File: config.mk
export PLATFORM = sky130hd
export DESIGN_NAME = mem_dados_param_flat
export DESIGN_NICKNAME = d
export VERILOG_FILES = /design/src/rtl/mem_dados_pkg.sv /design/src/rtl/mem_dados_param_if.sv /design/src/rtl/mem_dados_alinhador.sv /design/src/rtl/mem_dados_param.sv /design/src/flat_wrapper.sv
export SDC_FILE = /design/constraint.sdc
export NUM_CORES = 2
export LEC_CHECK = 0
export CAP_MARGIN = 20
export CORE_MARGIN = 4
export CORE_UTILIZATION = 30
export DETAILED_ROUTE_END_ITERATION = 12
export PLACE_DENSITY_LB_ADDON = 0.08
export SLEW_MARGIN = 20
export SYNTH_ARGS = -nofsm -noshare
export SYNTH_HDL_FRONTEND = slang
export SYNTH_SLANG_ARGS = --single-unit
File: constraint.sdc
create_clock -name clock -period 4.1 [get_ports clock]
set_clock_uncertainty 0.2 [all_clocks]
set_input_delay 0.615 -clock clock [delete_from_list [all_inputs] [get_ports clock]]
set_output_delay 0.615 -clock clock [all_outputs]
set_load 0.03 [all_outputs]
File: src/rtl/mem_dados_pkg.sv
// Shared definitions for the data memory: access size codes, FSM state
// encoding and the index-width helper.
package mem_dados_pkg;

  typedef enum logic [1:0] {
    TAM_BYTE      = 2'b00,
    TAM_MEIA      = 2'b01,
    TAM_PALAVRA   = 2'b10,
    TAM_RESERVADO = 2'b11
  } tamanho_t;

  typedef enum logic [1:0] {
    OCIOSO   = 2'b00,
    ESPERA   = 2'b01,
    RESPONDE = 2'b10
  } estado_t;

  localparam int LARGURA_CONTADOR = 4;

  // Number of word-index bits needed to address a memory of the given depth.
  function automatic int largura_indice(input int profundidade);
    return $clog2(profundidade);
  endfunction

endpackage

File: src/rtl/mem_dados_param_if.sv
// Load/store request bus between the pipeline stage and the data memory.
import mem_dados_pkg::*;

interface mem_dados_param_if #(
  parameter int LARGURA_END = 32
);
  logic                   req;
  logic                   escrita;
  tamanho_t               tamanho;
  logic                   sem_sinal;
  logic [LARGURA_END-1:0] endereco;
  logic [31:0]            valor_escrita;
  logic                   pronto;
  logic                   valido;
  logic [31:0]            dado_saida;
  logic                   erro_alinh;

  modport master (
    output req, escrita, tamanho, sem_sinal, endereco, valor_escrita,
    input  pronto, valido, dado_saida, erro_alinh
  );

  modport slave (
    input  req, escrita, tamanho, sem_sinal, endereco, valor_escrita,
    output pronto, valido, dado_saida, erro_alinh
  );
endinterface

File: src/rtl/mem_dados_alinhador.sv
// Combinational lane logic: alignment check, byte-enable mask, store data
// replication and load extraction with sign/zero extension.
import mem_dados_pkg::*;

module mem_dados_alinhador (
  input  tamanho_t    tamanho,
  input  logic        sem_sinal,
  input  logic [1:0]  lane,
  input  logic [31:0] valor_escrita,
  input  logic [31:0] palavra_lida,
  output logic        erro,
  output logic [3:0]  mascara,
  output logic [31:0] dado_escrita,
  output logic [31:0] dado_carga
);

  logic [7:0]  byte_sel;
  logic [15:0] meia_sel;

  // Select the addressed byte and half from the stored word.
  always_comb begin
    byte_sel = palavra_lida[7:0];
    case (lane)
      2'd0:    byte_sel = palavra_lida[7:0];
      2'd1:    byte_sel = palavra_lida[15:8];
      2'd2:    byte_sel = palavra_lida[23:16];
      default: byte_sel = palavra_lida[31:24];
    endcase
    meia_sel = lane[1] ? palavra_lida[31:16] : palavra_lida[15:0];
  end

  // Decode size/lane into error, write mask, replicated store data and load result.
  always_comb begin
    erro         = 1'b0;
    mascara      = 4'b0000;
    dado_escrita = 32'd0;
    dado_carga   = 32'd0;
    case (tamanho)
      TAM_BYTE: begin
        mascara      = 4'b0001 << lane;
        dado_escrita = {4{valor_escrita[7:0]}};
        dado_carga   = sem_sinal ? {24'd0, byte_sel} : {{24{byte_sel[7]}}, byte_sel};
      end
      TAM_MEIA: begin
        erro         = lane[0];
        mascara      = lane[1] ? 4'b1100 : 4'b0011;
        dado_escrita = {2{valor_escrita[15:0]}};
        dado_carga   = sem_sinal ? {16'd0, meia_sel} : {{16{meia_sel[15]}}, meia_sel};
      end
      TAM_PALAVRA: begin
        erro         = |lane;
        mascara      = 4'b1111;
        dado_escrita = valor_escrita;
        dado_carga   = palavra_lida;
      end
      default: begin
        erro = 1'b1;
      end
    endcase
    // A rejected access must neither touch the array nor return data.
    if (erro) begin
      mascara    = 4'b0000;
      dado_carga = 32'd0;
    end
  end

endmodule

File: src/rtl/mem_dados_param.sv
// Word-organised data memory with byte/half/word access and a configurable
// number of wait states between accept and response.
//
//  state    | meaning
//  ---------+-------------------------------------------------------------
//  OCIOSO   | idle, pronto=1, a request is accepted on req
//  ESPERA   | wait states, counter counts down to 0
//  RESPONDE | array access; store commits and response is registered at
//           | the edge leaving this state
import mem_dados_pkg::*;

module mem_dados_param #(
  parameter int PROFUNDIDADE = 64,
  parameter int LARGURA_END  = 32,
  parameter int LATENCIA     = 1
) (
  input  logic              clock,
  input  logic              reset_n,
  mem_dados_param_if.slave  bus
);

  localparam int IW = largura_indice(PROFUNDIDADE);
  localparam logic [LARGURA_CONTADOR-1:0] CONT_INI =
    (LATENCIA > 0) ? LARGURA_CONTADOR'(LATENCIA - 1) : '0;

  estado_t                     estado;
  logic [LARGURA_CONTADOR-1:0] contador;

  logic        cap_escrita;
  tamanho_t    cap_tamanho;
  logic        cap_sem_sinal;
  logic [IW+1:0] cap_endereco;
  logic [31:0] cap_valor;

  logic        pronto_q;
  logic        valido_q;
  logic [31:0] dado_q;
  logic        erro_q;

  logic [31:0] memoria [0:PROFUNDIDADE-1];

  logic [IW-1:0] indice;
  logic [1:0]    lane;
  logic [31:0]   palavra_lida;
  logic          erro;
  logic [3:0]    mascara;
  logic [31:0]   dado_escrita;
  logic [31:0]   dado_carga;

  // Upper address bits beyond the array are dropped at capture, so addresses wrap.
  assign indice       = cap_endereco[IW+1:2];
  assign lane         = cap_endereco[1:0];
  assign palavra_lida = memoria[indice];

  mem_dados_alinhador u_alinhador (
    .tamanho       (cap_tamanho),
    .sem_sinal     (cap_sem_sinal),
    .lane          (lane),
    .valor_escrita (cap_valor),
    .palavra_lida  (palavra_lida),
    .erro          (erro),
    .mascara       (mascara),
    .dado_escrita  (dado_escrita),
    .dado_carga    (dado_carga)
  );

  // Control FSM with wait-state down-counter, request capture and registered outputs.
  always_ff @(posedge clock) begin
    if (!reset_n) begin
      estado        <= OCIOSO;
      contador      <= '0;
      cap_escrita   <= 1'b0;
      cap_tamanho   <= TAM_BYTE;
      cap_sem_sinal <= 1'b0;
      cap_endereco  <= '0;
      cap_valor     <= 32'd0;
      pronto_q      <= 1'b1;
      valido_q      <= 1'b0;
      dado_q        <= 32'd0;
      erro_q        <= 1'b0;
    end else begin
      valido_q <= 1'b0;
      dado_q   <= 32'd0;
      erro_q   <= 1'b0;
      case (estado)
        OCIOSO: begin
          if (bus.req && pronto_q) begin
            cap_escrita   <= bus.escrita;
            cap_tamanho   <= bus.tamanho;
            cap_sem_sinal <= bus.sem_sinal;
            cap_endereco  <= bus.endereco[IW+1:0];
            cap_valor     <= bus.valor_escrita;
            pronto_q      <= 1'b0;
            if (LATENCIA == 0) begin
              estado <= RESPONDE;
            end else begin
              estado   <= ESPERA;
              contador <= CONT_INI;
            end
          end
        end
        ESPERA: begin
          if (contador == '0) begin
            estado <= RESPONDE;
          end else begin
            contador <= contador - 1'b1;
          end
        end
        RESPONDE: begin
          estado   <= OCIOSO;
          pronto_q <= 1'b1;
          valido_q <= 1'b1;
          erro_q   <= erro;
          dado_q   <= (erro || cap_escrita) ? 32'd0 : dado_carga;
        end
        default: begin
          estado   <= OCIOSO;
          pronto_q <= 1'b1;
        end
      endcase
    end
  end

  // Byte-lane store at the edge leaving RESPONDE; a reset on that edge cancels it.
  always_ff @(posedge clock) begin
    if (reset_n && (estado == RESPONDE) && cap_escrita) begin
      for (int k = 0; k < 4; k++) begin
        if (mascara[k]) begin
          memoria[indice][8*k +: 8] <= dado_escrita[8*k +: 8];
        end
      end
    end
  end

  assign bus.pronto     = pronto_q;
  assign bus.valido     = valido_q;
  assign bus.dado_saida = dado_q;
  assign bus.erro_alinh = erro_q;

endmodule

File: src/flat_wrapper.sv
// flat-port wrapper written by rule: the top's interface ports become plain ports
module mem_dados_param_flat 
#(
  parameter int PROFUNDIDADE = 64,
  parameter int LARGURA_END  = 32,
  parameter int LATENCIA     = 1
)
  (clock, reset_n, bus_req, bus_escrita, bus_tamanho, bus_sem_sinal, bus_endereco, bus_valor_escrita, bus_pronto, bus_valido, bus_dado_saida, bus_erro_alinh);
  mem_dados_param_if #(.LARGURA_END(LARGURA_END)) bus_i ();
  input  logic clock;
  input  logic reset_n;
  input wire logic [$bits(bus_i.req)-1:0] bus_req;
  input wire logic [$bits(bus_i.escrita)-1:0] bus_escrita;
  input wire logic [$bits(bus_i.tamanho)-1:0] bus_tamanho;
  input wire logic [$bits(bus_i.sem_sinal)-1:0] bus_sem_sinal;
  input wire logic [$bits(bus_i.endereco)-1:0] bus_endereco;
  input wire logic [$bits(bus_i.valor_escrita)-1:0] bus_valor_escrita;
  output wire logic [$bits(bus_i.pronto)-1:0] bus_pronto;
  output wire logic [$bits(bus_i.valido)-1:0] bus_valido;
  output wire logic [$bits(bus_i.dado_saida)-1:0] bus_dado_saida;
  output wire logic [$bits(bus_i.erro_alinh)-1:0] bus_erro_alinh;
  assign bus_i.req = bus_req;
  assign bus_i.escrita = bus_escrita;
  assign bus_i.tamanho = bus_tamanho;
  assign bus_i.sem_sinal = bus_sem_sinal;
  assign bus_i.endereco = bus_endereco;
  assign bus_i.valor_escrita = bus_valor_escrita;
  assign bus_pronto = bus_i.pronto;
  assign bus_valido = bus_i.valido;
  assign bus_dado_saida = bus_i.dado_saida;
  assign bus_erro_alinh = bus_i.erro_alinh;
  mem_dados_param #(.PROFUNDIDADE(PROFUNDIDADE), .LARGURA_END(LARGURA_END), .LATENCIA(LATENCIA)) u_core (.clock(clock), .reset_n(reset_n), .bus(bus_i));
endmodule
## After elaboration in Yosys (flattened, before gate mapping)

Memory sizes are Yosys's and may differ from the RTL's. A register that Yosys moved wholly into a read port is not among the register bits.
Index checks and enable logic that the tools add are counted.

| operators by class | value |
|---|---|
| $add $sub $neg | 1 |
| multipliers | 0 |
| divide/modulo/power cells | 0 |
| magnitude comparators | 0 |
| eq/ne operators | 9 |
| shift-type cells | 1 |
| multiplexer cells | 33 |
| bitwise gates (word level) | 3 |
| reductions and logical operators | 16 |

Operators by type and width:

| cell | number |
|---|---|
| one-hot mux 32 bit (3 select lines) | 2 |
| two-way mux 32 bit | 2 |
| one-hot mux 8 bit (3 select lines) | 1 |
| two-way mux 16 bit | 1 |
| two-way mux 4 bit | 4 |
| two-way mux 1 bit | 14 |
| two-way mux 6 bit | 2 |
| one-hot mux 4 bit (3 select lines) | 1 |
| one-hot mux 4 bit (2 select lines) | 1 |
| AND reduction 2 bit | 4 |
| equality test 2 x 1 -> 1 bit (second input constant) | 3 |
| equality test 2 bit (second input constant) | 3 |
| logical NOT 2 bit | 3 |
| logical NOT 4 bit | 1 |
| two-way mux 2 bit | 2 |
| != test 2 x 1 -> 1 bit (second input constant) | 2 |
| one-hot mux 2 bit (2 select lines) | 1 |
| OR reduction 4 bit | 1 |
| left shift 1 x 2 -> 4 bit (first input constant) | 1 |
| subtractor 4 x 1 -> 4 bit (second input constant) | 1 |
| logical AND 1 bit | 3 |
| inverter 1 bit | 3 |
| one-hot mux 1 bit (3 select lines) | 1 |
| AND reduction 3 bit | 1 |
| 5 further kinds | 5 |

| word-level totals | value |
|---|---|
| register bits after elaboration | 85 |
| latch bits | 0 |
| RAM bits | 2048 |
| bits in read-only memories | 0 |
| input port bits | 71 |
| output and inout port bits | 35 |
| word-level logic and storage cells | 75 |
| memories | 1 |

Memory list:

| name | depth | bits a word | rd ports | clocked after memory_dff | write ports | line | RTL |
|---|---|---|---|---|---|---|---|
| u_core.memoria | 64 | 32 | 1 | 1 | 1 | mem_dados_param.sv:40 | `logic [31:0] memoria [0:PROFUNDIDADE-1];` |

## Depth between registers and ports, before layout

| logic depth | value |
|---|---|
| word-level depth | 6 |
| mapped depth | 15 |
| gate-level depth less buffers | 8 |

## Cells and area by module

From an unflattened synthesis, not the netlist that was laid out.

| second synthesis, totals | value |
|---|---|
| cells, all modules | 4189 |
| area total of the unflattened synthesis | 83562.6 µm² |

Modules (own cells, without submodules):

| module | instances | cells an instance | area each (µm²) |
|---|---|---|---|
| mem_dados_param | 1 | 3939 | 81874.8 |
| mem_dados_alinhador | 1 | 250 | 1687.9 |

## Least setup slack after synthesis

Ideal clock, no wire load.

| timing | value |
|---|---|
| path type | flip-flop to flip-flop |
| start | register u_core.cap_tamanho[1] |
| end | memory u_core.memoria[0][22] (data pin) |
| library setup time | 0.702 ns |
| arrival time | 3.302 ns |
| required time | 3.198 ns |
| slack | -0.103 ns |
| cell stages (with the launch flop) | 4 |
| clock period less this slack | 4.203 ns |
| cells stage by stage | dfxtp_1 > clkbuf_1 > buf_1 > o21ai_0 |

| on the way | value |
|---|---|
| longest elaborated chain between the ends | 2 |

Ends and longest elaborated chain:

| element | line | RTL |
|---|---|---|
| start: declaration | mem_dados_param.sv:30 | `tamanho_t cap_tamanho;` |
| start signal: assignment | mem_dados_param.sv:89 | `cap_tamanho <= bus.tamanho;` |
| equality test 2 bit, or another cell as far along | mem_dados_alinhador.sv:38 | `case (tamanho)` |
| one-hot mux 32 bit (3 select lines) * | mem_dados_alinhador.sv:38 |  |
| net u_core.dado_escrita[22] | mem_dados_param.sv:47 | `logic [31:0] dado_escrita;` |
| end: declaration | mem_dados_param.sv:40 |  |

Mark *: on every way through the listed nets, which the timed path passes. The rest lies on a longest branch.

==> qor.yml <==
multi_input_area_mm2: 0.0195
cts_buffers: 238
synth_edf_count: 2048
grt_pass1_vias: 46400
slew_headroom_pct: 11.6
worst_slew_pin_slew_ns: 1.31
place_hpwl_mm: 215
power_density_mw_per_mm2: 487
synth_area_mm2: 0.0841
synth.avg_cell_area_um2: 19.0
setup_viol: 0
syn_to_final_growth_pct: 19.8
io_buffers: 81
final_common_cell: "edfxtp_1"
final_nets: 5133
via_per_inst: 5.16
ys_seq_elements: 2139
drtIter0Drc: 5009
cts_root_buffer: "clkbuf_16"
async_flop_share_pct: 0
start_util_pct: 30.1
r2r_end: "u_core.bus.dado_saida[6]"
grt_pass1_wl_mm: 417
clockBufferDepth: 4
drive_gt1_share_pct: 26.2
path_max_fanout: 18
cts_sinks: 2139
endpoint: "u_core.bus.dado_saida[6]"
worst-setup-path-type: "reg -> reg"
ys.flop_type: "edfxtp_1"
fmax_mhz: 248
drc: 0
cp-end-kind: "flip-flop"
fp-row-count: 194
grt_max_degree: 65
crit_chain: "buf_12 -> buf_4 -> mux2i_1 -> a22oi_1 -> nand4_1 -> nand4_1 -> buf_4 -> nor4_1 -> nor3_1 -> a211o_1 -> a211o_1"
min_period_over_period_pct: 98.3
dr.pass1.iters: 7
status: "finished, final reports clean"
core_area_mm2: 0.279
power_mw: 49.1
seqCellArea_mm2: 0.0633
overflow: 0
ys_warn_count: 0
num-fill-cells: 26300
drt_wl_total_mm: 311
gp_congestion: 0.867
htree_levels: 4
fin_cells: 8991
holdCritPathClass: "in -> reg"
cap_violations: 0
peakVddDrop_mv: 0.375
rsz0062_at_grt: "false"
reg2reg_depth: 11
hold_violations: 0
hold_buffers: 0
die_w_um: 537
syn_nets: 4507
finalCriticalPeriod_ns: 4.03
wl_per_cell_um: 34.5
antenna_left: 0
required_ns: 4.71
r2r_slack_ns: 0.07
design.die.area_mm2: 0.289
slowest_delay_ns: 0.98
cts_tree: "yes"
dieHeight_um: 537
grt_usage_pct: 21.2
io_pins: 106
p_leak_nw: 32.0
ys_types: 75
path_clk_slew_ns: 0.06
vias: 46300
maxSlewViolCount: 0
critical_path_arrival_ns: 4.64
ys_seq_area_share_pct: 75.3
final_cell_mix: "edfxtp_1, buf_4, mux4_2, nor2_1, mux2i_1"
cp-start-kind: "flip-flop"
antenna_found_initial: 27
crit_path_top_delay_cell: "nor4_1"
postSynthCellCount: 4434
dp_cells: 8543
insertion_delay_ns: 0.92
metrics by stage:
stage                     TNS, ns  utilization (%)  hold WS (ns)  cell area (µm²)  setup WS (ns)
after detailed placement        0             33.5         0.259            93400        0.00131
after CTS                       0             36.1       0.00522           101000        0.00317
after floorplan            -26.31                -         0.244            84100         -0.103
after global placement     -0.337             33.5         0.254            93400         -0.256
final                           0             36.1        0.0878           101000         0.0701
after global routing            0             36.1        0.0566           101000         0.0569
per-layer routing:
metal	global-route usage, %	share of wire (%)	vias to the layer above
met5	0	0.011	-
met4	6.24	3.1	6
met1	29.3	44	25100
met3	3.89	5.9	409
met2	34.1	47	1579
li1	-	-	19200
logic make-up after synthesis:
| group | share of synthesized area (%) |
|---|---|
| compound gates | 3.69 |
| xor+xnor | 0.0313 |
| fa+ha+maj | 0.0298 |
| buf+inv | 1.88 |
| flops | 75.3 |
| mux | 14.7 |
| simple gates | 4.35 |
how the worst min path moves through the flow:
stage | start | endpoint | slack, ns | cells after the start
detailed placement | u_core.cap_valor[17] | u_core.cap_valor[17] | 0.26 | 2
CTS | bus_valor_escrita[2] | u_core.cap_valor[2] | 0.005 | 3
global route | bus_valor_escrita[19] | u_core.cap_valor[19] | 0.06 | 3
floorplan | u_core.cap_valor[16] | u_core.cap_valor[16] | 0.24 | 2
finish | bus_valor_escrita[2] | u_core.cap_valor[2] | 0.09 | 3
global placement | u_core.cap_valor[30] | u_core.cap_valor[30] | 0.25 | 2
repair_timing:
action | CTS | global route
resized for setup | 0 | 1
endpoints found under the setup margin | 0 | 1
hold endpoints to repair | 0 | 0
setup buffers | 0 | 0
critical path, delay by kind of cell, from the launching register on:
family | cells | cell delay, ns
AOI/OAI and AO/OA | 3 | 0.62
buffers and inverters | 3 | 0.69
DFF | 1 | 0.66
muxes | 1 | 0.33
and+or+nand+nor | 4 | 1.37
cell usage after synthesis, types with 34 or more instances:
cell type	instances	share of area [%]
a21oi_1	57	0.34
edfxtp_1	2048	73
o21ai_0	37	0.22
clkbuf_1	93	0.42
a21boi_0	47	0.42
dfxtp_1	91	2.2
buf_4	34	0.30
nand2_1	294	1.3
nor2_1	326	1.5
buf_2	73	0.43
nand3_1	73	0.43
mux2i_1	304	3.6
mux4_2	409	11
a22oi_1	118	1.1
flip-flops by register name (all words and copies together), names as in the netlist, named ones only:
register / cells
u_core.bus.erro_alinh: 1
u_core.memoria: 2048
u_core.cap_endereco: 8
u_core.contador: 4
u_core.estado: 2
u_core.cap_tamanho: 2
u_core.bus.valido: 1
u_core.cap_sem_sinal: 1
u_core.cap_escrita: 1
u_core.bus.pronto: 1
u_core.bus.dado_saida: 32
u_core.cap_valor: 32
layout make-up:
cell class | count | area share, %
flip-flops and latches | 2139 | 62.9
multi-input cells | 2013 | 19.3
clock buffers | 301 | 6.19
repair buffers | 651 | 5.86
well taps | 3724 | 4.62
clock inverters | 133 | 1.04
inverters | 17 | 0.0670
diodes | 13 | 0.0323
report_power, final:
group / total, mW / internal [mW] / switching [mW]
combinational: 4.38 / 1.48 / 2.90
sequential: 24.4 / 24.2 / 0.118
clock: 20.4 / 11.5 / 8.86
total: 49.1 / 37.2 / 11.9
No activity file was read; power rests on OpenSTA's default activity.
